**config.mk**
```make
export PLATFORM = sky130hd
export DESIGN_NAME = axis_rr_packet_arbiter
export DESIGN_NICKNAME = d
export VERILOG_FILES = /design/src/rtl/axis_rr_packet_arbiter.sv
export SDC_FILE = /design/constraint.sdc
export NUM_CORES = 1
export LEC_CHECK = 0
export CORE_MARGIN = 1
export CORE_UTILIZATION = 25
export CTS_BUF_LIST = sky130_fd_sc_hd__clkbuf_8
export DETAILED_ROUTE_END_ITERATION = 7
export GPL_TIMING_DRIVEN = 0
export HOLD_SLACK_MARGIN = 0.12
export SKIP_LAST_GASP = 1
export SLEW_MARGIN = 20
export SYNTH_ARGS = -nofsm -noshare
export SYNTH_HDL_FRONTEND = slang
export SYNTH_SLANG_ARGS = --single-unit
```
**constraint.sdc**
```tcl
create_clock -name aclk -period 1.8 [get_ports aclk]
set_clock_uncertainty 0.15 [all_clocks]
set_input_delay 0.18 -clock aclk [delete_from_list [all_inputs] [get_ports aclk]]
set_output_delay 0.18 -clock aclk [all_outputs]
set_load 0.02 [all_outputs]
```
**src/rtl/axis_rr_packet_arbiter.sv**
```systemverilog
// -----------------------------------------------------------------------------
// axis_rr_packet_arbiter
//
// Purpose:
//   Shares one AXI-Stream output channel between NUM_IN input streams.
//   Arbitration is round-robin at packet granularity. Once an input is granted,
//   it keeps the output until its tlast beat has been accepted. Each
//   arbitration decision costs one IDLE cycle. During that cycle no input is
//   ready. The output is a single full-throughput register stage. The granted
//   input can therefore stream one beat per cycle while the downstream drains
//   the held beat.
//
// Ports:
//   aclk           in   clock, all logic on the rising edge
//   areset         in   synchronous active-high reset
//   s_axis_tdata   in   NUM_IN*DATA_W, input i at [i*DATA_W +: DATA_W]
//   s_axis_tvalid  in   NUM_IN, per-input VALID
//   s_axis_tlast   in   NUM_IN, per-input LAST
//   s_axis_tready  out  NUM_IN, per-input READY (only the granted bit can rise)
//   m_axis_tdata   out  DATA_W, registered output data
//   m_axis_tvalid  out  registered output VALID
//   m_axis_tlast   out  registered output LAST
//   m_axis_tid     out  ID_W, index of the input that produced the beat
//   m_axis_tready  in   downstream READY
// -----------------------------------------------------------------------------
module axis_rr_packet_arbiter #(
    parameter int NUM_IN = 4,
    parameter int DATA_W = 8,
    parameter int ID_W   = 2
) (
    input  logic                     aclk,
    input  logic                     areset,
    input  logic [NUM_IN*DATA_W-1:0] s_axis_tdata,
    input  logic [NUM_IN-1:0]        s_axis_tvalid,
    input  logic [NUM_IN-1:0]        s_axis_tlast,
    output logic [NUM_IN-1:0]        s_axis_tready,
    output logic [DATA_W-1:0]        m_axis_tdata,
    output logic                     m_axis_tvalid,
    output logic                     m_axis_tlast,
    output logic [ID_W-1:0]          m_axis_tid,
    input  logic                     m_axis_tready
);

    // Width of an index into the NUM_IN-wide vectors. ID_W may be wider.
    localparam int SEL_W = (NUM_IN > 1) ? $clog2(NUM_IN) : 1;

    typedef enum logic [0:0] {
        ST_IDLE = 1'b0,
        ST_BUSY = 1'b1
    } state_t;

    state_t              state_r;
    state_t              state_next_s;
    logic [ID_W-1:0]     grant_r;
    logic [ID_W-1:0]     grant_next_s;
    logic [ID_W-1:0]     last_grant_r;
    logic [ID_W-1:0]     last_grant_next_s;

    logic [DATA_W-1:0]   out_data_r;
    logic [DATA_W-1:0]   out_data_next_s;
    logic                out_valid_r;
    logic                out_valid_next_s;
    logic                out_last_r;
    logic                out_last_next_s;
    logic [ID_W-1:0]     out_tid_r;
    logic [ID_W-1:0]     out_tid_next_s;

    logic [SEL_W-1:0]    grant_sel_s;
    logic                slot_free_s;
    logic                accept_s;
    logic [DATA_W-1:0]   beat_data_s;
    logic                beat_last_s;
    logic                pick_valid_s;
    logic [ID_W-1:0]     pick_idx_s;
    logic [NUM_IN-1:0]   ready_s;

    // The grant is kept in ID_W bits. Only the low SEL_W bits address inputs.
    assign grant_sel_s = grant_r[SEL_W-1:0];

    // The output register can take a new beat when it is empty or draining now.
    assign slot_free_s = !out_valid_r || m_axis_tready;

    // This is the handshake on the granted input. It is qualified by state, so
    // a stale grant held in IDLE never accepts a beat.
    assign accept_s    = (state_r == ST_BUSY) && s_axis_tvalid[grant_sel_s] && slot_free_s;
    assign beat_data_s = s_axis_tdata[int'(grant_sel_s) * DATA_W +: DATA_W];
    assign beat_last_s = s_axis_tlast[grant_sel_s];

    // Round-robin pick: first requester scanning upward from last_grant+1, wrapping
    always_comb begin
        int cand_v;
        logic hit_v;
        cand_v       = 0;
        hit_v        = 1'b0;
        pick_valid_s = 1'b0;
        pick_idx_s   = '0;
        for (int off = 1; off <= NUM_IN; off++) begin
            cand_v       = (int'(last_grant_r) + off) % NUM_IN;
            hit_v        = !pick_valid_s && s_axis_tvalid[SEL_W'(cand_v)];
            pick_idx_s   = hit_v ? ID_W'(cand_v) : pick_idx_s;
            pick_valid_s = pick_valid_s | hit_v;
        end
    end

    // READY fan-out: only the granted input, only when BUSY and the slot is free.
    // It never looks at s_axis_tvalid, so it cannot form a loop with upstream.
    always_comb begin
        ready_s = '0;
        if (!areset && (state_r == ST_BUSY)) begin
            ready_s[grant_sel_s] = slot_free_s;
        end else begin
            ready_s = '0;
        end
    end

    assign s_axis_tready = ready_s;

    // Next-state logic for the IDLE/BUSY packet arbiter
    always_comb begin
        state_next_s      = state_r;
        grant_next_s      = grant_r;
        last_grant_next_s = last_grant_r;
        case (state_r)
            ST_IDLE: begin
                if (pick_valid_s) begin
                    state_next_s = ST_BUSY;
                    grant_next_s = pick_idx_s;
                end else begin
                    state_next_s = ST_IDLE;
                end
            end
            ST_BUSY: begin
                // A source stalling mid-packet simply holds the grant. There is
                // no timeout.
                if (accept_s && beat_last_s) begin
                    last_grant_next_s = grant_r;
                    state_next_s      = ST_IDLE;
                end else begin
                    state_next_s = ST_BUSY;
                end
            end
            default: begin
                state_next_s = ST_IDLE;
            end
        endcase
    end

    // Next value of the output register: load on accept, clear on drain, else hold
    always_comb begin
        out_data_next_s  = out_data_r;
        out_valid_next_s = out_valid_r;
        out_last_next_s  = out_last_r;
        out_tid_next_s   = out_tid_r;
        if (accept_s) begin
            // A drain in the same cycle is covered: the new beat replaces the old.
            out_data_next_s  = beat_data_s;
            out_last_next_s  = beat_last_s;
            out_tid_next_s   = grant_r;
            out_valid_next_s = 1'b1;
        end else if (m_axis_tready) begin
            out_valid_next_s = 1'b0;
        end else begin
            out_valid_next_s = out_valid_r;
        end
    end

    // Arbiter state registers. Reset gives input 0 first priority.
    always_ff @(posedge aclk) begin
        if (areset) begin
            state_r      <= ST_IDLE;
            grant_r      <= '0;
            last_grant_r <= ID_W'(NUM_IN - 1);
        end else begin
            state_r      <= state_next_s;
            grant_r      <= grant_next_s;
            last_grant_r <= last_grant_next_s;
        end
    end

    // Output register stage. Reset drops any held beat.
    always_ff @(posedge aclk) begin
        if (areset) begin
            out_data_r  <= '0;
            out_valid_r <= 1'b0;
            out_last_r  <= 1'b0;
            out_tid_r   <= '0;
        end else begin
            out_data_r  <= out_data_next_s;
            out_valid_r <= out_valid_next_s;
            out_last_r  <= out_last_next_s;
            out_tid_r   <= out_tid_next_s;
        end
    end

    assign m_axis_tdata  = out_data_r;
    assign m_axis_tvalid = out_valid_r;
    assign m_axis_tlast  = out_last_r;
    assign m_axis_tid    = out_tid_r;

endmodule

```
==> impl_metrics.py <==
metrics = {
    "run": {
        "maxCapViolCount": 0,
    },
    "routing": {
        "num_vias": 1204,
        "dr.pass1.iters": 4,
        "wirelength_um": 3425,
        "viasPerCell": 5.123,
        "drt-initial-drc-count": 56,
        "drc_errors": 0,
        "antenna_violating_nets_post_route": 0,
        "wl_per_cell_um": 14.57,
    },
    "global_route": {
        "grtUsageTotal_pct": 15.15,
        "grt_pass1_vias": 1271,
        "antenna_found_initial": 0,
        "grt_max_degree": 20,
        "grt_overflow": 0,
        "grt_pass1_wl_um": 5802,
    },
    "sta": {
        "relSlewSlack_pct": 62.21,
        "worst_pin_slew_ns": 0.5617,
        "finalMaxSlewViolations": 0,
        "fin_hold_ws_ns": 0.3165,
        "finalWorstSetupSlack_ns": 0.05801,
        "setup_viol": 0,
        "fmax_mhz": 574.1,
        "hold_viol": 0,
        "finalCritPeriodShare_pct": 96.78,
        "period_minus_slack_ns": 1.742,
    },
    "die": {
        "start_util_pct": 26.03,
        "dieArea_um2": 4807,
        "coreArea_um2": 4354,
        "die_h_um": 69.34,
        "row_count": 24,
        "top_level_ports": 59,
        "die-width_um": 69.34,
    },
    "place": {
        "dp_slack_ns": -0.4686,
        "place_hpwl_um": 2734,
        "io_buffer_count": 58,
        "globalplace.congestion": 0.8226,
    },
    "synth": {
        "synth.top_cell.area_share_pct": 30.02,
        "mappedNetlistArea_um2": 1134,
        "ys_ff_latch": 17,
        "async_flop_share_pct": 0,
        "syn_inst": 120,
        "ys_warn_count": 0,
        "syn_nets": 163,
        "avgSynthCellArea_um2": 9.447,
        "synth_top_flop_cell": "dfxtp_1",
        "synth_area_leaders": "dfxtp_1 30%, mux4_2 14%, a21oi_1 7.5%",
        "yosysSeqAreaShare_pct": 30.02,
        "synth_edf_count": 0,
        "synth_cell_types": 33,
        "synth_top_area_cell": "dfxtp_1",
    },
    "power_and_ir_drop": {
        "pwr_density_cell_nw_per_um2": 605.5,
        "p_leak_uw": 0.0006696,
        "p_total_uw": 1138,
        "ir_drop_mv": 0.2420,
    },
    "layout": {
        "fin_util_pct": 43.16,
        "area_growth_pct": 65.78,
        "drive_gt1_share_pct": 21.31,
        "nets": 227,
        "n_antenna_cell": 0,
    },
    "worst_setup_path": {
        "r2r_cells": 6,
        "cp_data_arrival_time_ns": 1.41,
        "cp-endpoint": "s_axis_tready[0]",
        "r2r_start": "grant_r[0]$_SDFFE_PP0P_",
        "r2r_slack_ns": 0.09,
        "worstPathRequired_ns": 1.47,
        "timing.rr.end": "m_axis_tlast$_SDFFE_PP0P_",
        "startpoint": "grant_r[0]$_SDFFE_PP0P_",
        "end_kind": "output port",
        "critPathKind": "flop to output port",
        "path_max_fanout": 10,
        "start_kind": "flop",
    },
    "worst_hold_path": {
        "hold_depth": 2,
        "hold_class": "flop to flop",
    },
    "outcome": {
        "status": "finished, final reports clean",
    },
    "cts": {
        "cts_root_buf": "clkbuf_8",
        "clockBufferDepth": 2,
        "cts.clk_slew.worst_paths_ns": 0.06,
        "clock_sinks": 17,
        "htree_num_levels": 1,
        "cts_hold_buf": 0,
        "tritoncts": "built",
        "clock_latency_ns": 0.24,
        "cts_buffers": 3,
    },
}
==> cells in the mapped netlist (3+ instances only) <==
master / number
a21oi_1: 17
dfxtp_1: 17
o21ai_0: 13
nand3_1: 10
mux4_2: 7
nand2_1: 6
buf_2: 4
mux2i_1: 4
nor2_1: 4
nor4_1: 4
buf_6: 3
inv_1: 3
==> kinds of logic after synthesis <==
logic type / after synthesis / share of synthesized area (%)
AO/OA/AOI/OAI: 37 / 18.87
buffers and inverters: 14 / 7.064
flip-flops: 17 / 30.02
multiplexers: 15 / 22.96
AND/OR/NAND/NOR: 37 / 21.08
==> critical path, cell delays in order (launching register included) <==
cell     delay [ns]
dfxtp_1        0.31
buf_6          0.14
buf_4          0.19
nor4_1         0.31
buf_2          0.22
==> cell usage in the layout, fill, tap and decap left out, types with 2 or more instances in the layout <==
cell type        count
clkdlybuf4s50_1     52
a21oi_1             17
dfxtp_1             16
o21ai_0             12
nand3_1             10
mux4_2               7
nand2_1              6
nor4_1               4
inv_1                4
nor2_1               4
buf_4                3
mux2i_1              3
nor4_4               3
clkbuf_8             3
buf_2                3
buf_6                2
clkbuf_2             2
clkbuf_4             2
nand2b_1             2
nor4b_2              2
inv_2                2
mux2_2               2
dlymetal6s2s_1       2
==> stage by stage <==
step | cells | setup TNS [ns] | cell area [µm²]
floorplan | 120 | 0 | 1134
global placement | 230 | -4.668 | 1779
detailed placement | 230 | -5.439 | 1779
CTS | 233 | -0.03466 | 1841
global route | 235 | -0.001982 | 1879
finish | 235 | 0 | 1879
==> state kept, by name, indices dropped and copies added (netlist names) <==
| name | count |
|---|---|
| m_axis_tdata | 8 |
| grant_r | 2 |
| last_grant_r | 2 |
| m_axis_tid | 2 |
| m_axis_tlast | 1 |
| m_axis_tvalid | 1 |
| state_r | 1 |
==> worst min-delay path by stage <==
stage,to,startpoint
final,m_axis_tid[1]$_SDFFE_PP0P_,m_axis_tid[1]$_SDFFE_PP0P_
after global routing,m_axis_tlast$_SDFFE_PP0P_,m_axis_tlast$_SDFFE_PP0P_
after CTS,m_axis_tid[1]$_SDFFE_PP0P_,m_axis_tid[1]$_SDFFE_PP0P_
after detailed placement,m_axis_tid[1]$_SDFFE_PP0P_,m_axis_tid[1]$_SDFFE_PP0P_
after global placement,m_axis_tdata[0]$_SDFFE_PP0P_,m_axis_tdata[0]$_SDFFE_PP0P_
after floorplan,state_r$_SDFF_PP0_,areset
==> repair_timing <==
item	in CTS	in global routing
setup endpoints to repair	14	13
pin swaps	0	2
buffers inserted	0	2
resized for setup	24	13
==> power breakdown <==
part,internal (µW),switching (µW),leakage [µW],total [µW]
Clock,151,120,0.0000269,271
Combinational,242,196,0.000503,439
Sequential,408,20.3,0.000140,428
Total,801,337,0.000670,1140
==> cell type report <==
cell class	instances	area, µm²
clock buffer	3	41.29
buffer	8	73.82
sequential	17	341.6
clock inverter	1	3.754
fill	421	2475
timing repair buffer	60	580.6
multi-input combinational	89	754.5
tap	52	65.06
inverter	5	18.77
==> per-layer routing <==
layer | share of wire, % | global-route usage [%]
met2 | 50 | 27.18
met5 | 0 | 0
met3 | 8.3 | 5.087
met1 | 41 | 16.15
met4 | 0.96 | 6.122
Power figures use the tool's default switching activity.
